==> src/rtl/counter_timer_ctrl.sv <==
// counter_timer_ctrl
//   Interval timer sequencer with its own N-bit count register. It takes the
//   count from 0 up to a latched terminal value, with an optional prescaler,
//   in one-shot or periodic mode, and a level hold. A registered one-cycle
//   tick marks each interval end.
// Parameters:
//   N        count/limit width (>= 1)
//   PRESCALE clock cycles per count step (>= 1)
// Ports:
//   clk      system clock, rising edge
//   reset    asynchronous, active-high clear
//   start    (re)start the timer, latches limit and periodic
//   stop     abort to IDLE (wins over start)
//   hold     freeze count and prescaler while running
//   periodic 1 = auto-reload, 0 = one-shot (latched on start)
//   limit    terminal count (latched on start)
//   count    current count
//   tick     one-cycle pulse on the wrap edge
//   busy     high while running
//   done     high after a one-shot completes
module counter_timer_ctrl #(
  parameter int N        = 4,
  parameter int PRESCALE = 1
) (
  input  logic         clk,
  input  logic         reset,
  input  logic         start,
  input  logic         stop,
  input  logic         hold,
  input  logic         periodic,
  input  logic [N-1:0] limit,
  output logic [N-1:0] count,
  output logic         tick,
  output logic         busy,
  output logic         done
);

  localparam int              PW       = (PRESCALE > 1) ? $clog2(PRESCALE) : 1;
  localparam logic [PW-1:0]   PRE_LAST = PW'(PRESCALE - 1);

  typedef enum logic [1:0] {
    S_IDLE = 2'd0,
    S_RUN  = 2'd1,
    S_DONE = 2'd2
  } state_t;

  state_t        r_state, w_state_n;
  logic [N-1:0]  r_count, w_count_n;
  logic [N-1:0]  r_limit, w_limit_n;
  logic [PW-1:0] r_pre,   w_pre_n;
  logic          r_mode,  w_mode_n;
  logic          r_tick,  w_tick_n;
  logic          w_step;

  always_ff @(posedge clk or posedge reset) begin
    if (reset) begin
      r_state <= S_IDLE;
      r_count <= '0;
      r_limit <= '0;
      r_pre   <= '0;
      r_mode  <= 1'b0;
      r_tick  <= 1'b0;
    end else begin
      r_state <= w_state_n;
      r_count <= w_count_n;
      r_limit <= w_limit_n;
      r_pre   <= w_pre_n;
      r_mode  <= w_mode_n;
      r_tick  <= w_tick_n;
    end
  end

  // With PRESCALE == 1 the prescaler is stuck at 0 == PRE_LAST, so every
  // running edge is a step.
  assign w_step = (r_pre == PRE_LAST);

  always_comb begin
    w_state_n = r_state;
    w_count_n = r_count;
    w_limit_n = r_limit;
    w_pre_n   = r_pre;
    w_mode_n  = r_mode;
    w_tick_n  = 1'b0;
    if (stop) begin
      w_state_n = S_IDLE;
      w_count_n = '0;
      w_pre_n   = '0;
    end else if (start) begin
      // A start while running discards the current interval's progress.
      w_state_n = S_RUN;
      w_limit_n = limit;
      w_mode_n  = periodic;
      w_count_n = '0;
      w_pre_n   = '0;
    end else if (r_state == S_RUN && !hold) begin
      w_pre_n = w_step ? '0 : r_pre + 1'b1;
      if (w_step) begin
        if (r_count == r_limit) begin
          w_count_n = '0;
          w_tick_n  = 1'b1;
          if (!r_mode) w_state_n = S_DONE;
        end else begin
          w_count_n = r_count + 1'b1;
        end
      end
    end
  end

  // All outputs come straight from registers.
  assign count = r_count;
  assign tick  = r_tick;
  assign busy  = (r_state == S_RUN);
  assign done  = (r_state == S_DONE);

endmodule

==> config.mk <==
export PLATFORM = sky130hd
export DESIGN_NAME = counter_timer_ctrl
export DESIGN_NICKNAME = d
export VERILOG_FILES = /design/src/rtl/counter_timer_ctrl.sv
export SDC_FILE = /design/constraint.sdc
export NUM_CORES = 1
export LEC_CHECK = 0
export ABC_AREA = 1
export BUFFER_PORTS_ARGS = -buffer_cell sky130_fd_sc_hd__buf_2
export CORE_MARGIN = 2
export CORE_UTILIZATION = 23
export CTS_CLUSTER_SIZE = 16
export DETAILED_ROUTE_END_ITERATION = 8
export PLACE_DENSITY = 0.4
export SLEW_MARGIN = 10
export SYNTH_ARGS = -nofsm -noshare
export SYNTH_HDL_FRONTEND = slang
export SYNTH_SLANG_ARGS = --single-unit
==> constraint.sdc <==
create_clock -name clk -period 1.9 [get_ports clk]
set_input_delay 0.38 -clock clk [delete_from_list [all_inputs] [get_ports clk]]
set_output_delay 0.38 -clock clk [all_outputs]
set_load 0.02 [all_outputs]
==> impl_metrics.yaml <==
outcome:
  outcome: "finished, final reports clean"
timing:
  rsz0062_at_grt: "no"
  drv_slew: 0
  fin_crit_sh: 0.724
  finalSetupViolCount: 0
  worstMarginPinSlew_ps: 456
  period_minus_slack_ps: 1380
  final.setup.tns_ps: 0
  layout_setup_ws_ps: 524
  max_freq_mhz: 727
  skew_ps: 9.93
  relSlewSlack: 0.696
  hold_viol_final: 0
critical_path:
  reg2reg_depth: 7
  cp.arrival_ps: 1000
  cp_num_buf_inv: 1
  crit_slowest_cell: "dfrtp_1"
  r2r_slack_ps: 730
  cp_top_family: "flip-flops"
  timing.rr.start: "count[0]$_DFFE_PP0P_"
  max_stage_delay_ps: 410
  critPathMaxFanout: 2
  path_depth: 2
  critPathLaunchType: "register"
  crit_type: "reg -> out"
  end_kind: "output port"
  reg2reg_to: "count[0]$_DFFE_PP0P_"
  crit_required_ps: 1520
  crit_chain: "nor2_4, buf_2"
layout:
  register_area_um2: 300
  num-fill-cells: 315
  multi_input_area_um2: 267
  layout-drive-gt1-share: 0.300
  n_antenna_cell: 0
  fin_util: 0.291
  final_cell_area_um2: 782
  area_growth_syn_to_layout_pct: 23.8
  nets: 112
drt:
  via_count: 521
  wl_mm: 1.21
  drt_iter0_drc: 12
  ant_nets: 0
  drt-met1-wl_um: 561
  top_layer: "met4"
  drc: 0
  first_pass_iters: 4
  avgRoutedWirePerCell_um: 9.21
  wl_met2_um: 553
  viasPerCell: 3.98
  wl_met3_um: 66
pwr:
  ir_drop_mv: 0.324
  power.leakage_nw: 0.427
  power_density_nw_per_um2: 722
global_route:
  grt_pass1_vias: 501
  antenna_found_initial: 0
  track_usage: 0.0883
  grt_max_degree: 13
  grt_overflow: 0
  grt_pass1_wl_mm: 2.13
place:
  gp_congestion: 0.819
  hpwl_um: 971
  port_buffers: 16
  postPlaceCellArea_um2: 746
  pre_cts_slack_ps: 720
synth:
  synthesis.nets: 92
  synth_area_leader_cell: "dfrtp_1"
  yosysSeqAreaShare: 0.475
  ys_warn_count: 0
  yosysTopAreaCellShare: 0.475
  synth_area_um2: 632
  avgSynthCellArea_um2: 7.80
  netlist_instances: 81
  synth-seq-cells: 12
  synth_area_leaders: "dfrtp_1 (48%), nand2_1 (12%), inv_1 (7.1%)"
  synth_cell_types: 16
floorplan:
  dieArea_um2: 3180
  core_um2: 2690
  die_h_um: 56.4
  ios: 17
  die_w_um: 56.4
  initial_core_util: 0.235
  num_rows: 19
clock_tree:
  cts_tree: "built"
  clock-sinks: 12
  cts_hold_buf: 0
  clockBufferDepth: 2
  cts.repair.resized: 0
  clockRootBuffer: "clkbuf_4"
  clock_latency_ps: 270
  cts.clk_slew.worst_paths_ps: 80
  h-tree-depth: 1
  cts_buffers: 3
  postCtsSetupRepairBufs: 0
worst_hold_path:
  hold_path.class: "in -> async"
run:
  cap_violations: 0
## where the power goes
part / switching (mW) / internal [mW]
sequential: 0.00811 / 0.271
clock: 0.0854 / 0.116
combinational: 0.0535 / 0.0299
## Yosys cell counts
cell      n
a21oi_1   7
buf_2     1
dfrtp_1  12
ha_1      1
inv_1    12
inv_2     4
nand2_1  21
nand2_4   2
nand3_1   1
nand4_1   2
nor2_1   10
nor2_2    2
nor2_4    2
nor3_1    1
o21ai_0   1
xor2_1    2
## cell type report
cell class                 instances  share of cell area
clock buffer                       4              0.0464
tap                               31              0.0496
multi-input combinational         52               0.341
sequential                        12               0.384
inverter                          16              0.0768
timing repair buffer              16               0.102
## layer usage
metal	GRT usage	up-vias
met5	0	-
met4	0.0510	0
met3	0.0253	4
met2	0.136	11
met1	0.110	225
li1	-	281
## cell usage in the layout, fill, tap and decap left out, drive strengths merged
cell / instances
nand2: 23
nand3: 1
inv: 16
nor3: 1
dfrtp: 12
nand4: 2
buf: 16
clkbuf: 4
ha: 1
nor2: 14
xor2: 2
o21ai: 1
a21oi: 7
## state kept, by name (all words and copies together) (netlist names)
| signal | cells |
|---|---|
| r_mode | 1 |
| tick | 1 |
| count | 4 |
| r_limit | 4 |
| r_state | 2 |
## logic make-up after synthesis
logic type                 synth area share
and+or+nand+nor                       0.311
buffers and inverters                 0.103
DFF                                   0.475
AOI/OAI and AO/OA                    0.0634
xor gates and xnor gates             0.0277
adders and majority gates            0.0198
## through the flow
step           cells  power [mW]  hold WS (ps)
2_1_floorplan     81       0.345           245
3_3_place_gp     127       0.371           431
3_5_place_dp     127       0.370           423
4_1_cts          131       0.574           122
5_1_grt          131       0.598           157
6_report         131       0.565          95.5
## how the worst max path moves through the flow
| stage | start | end | slack, ps |
|---|---|---|---|
| 6_report | r_state[1]$_DFFE_PP0P_ | busy | 520 |
| 3_5_place_dp | stop | r_mode$_DFFE_PP0P_ | 720 |
| 4_1_cts | r_state[1]$_DFFE_PP0P_ | busy | 510 |
| 5_1_grt | r_state[1]$_DFFE_PP0P_ | done | 460 |
| 3_3_place_gp | stop | r_mode$_DFFE_PP0P_ | 730 |
| 2_1_floorplan | count[0]$_DFFE_PP0P_ | count[2]$_DFFE_PP0P_ | 760 |
No activity file was read; power rests on OpenSTA's default activity.
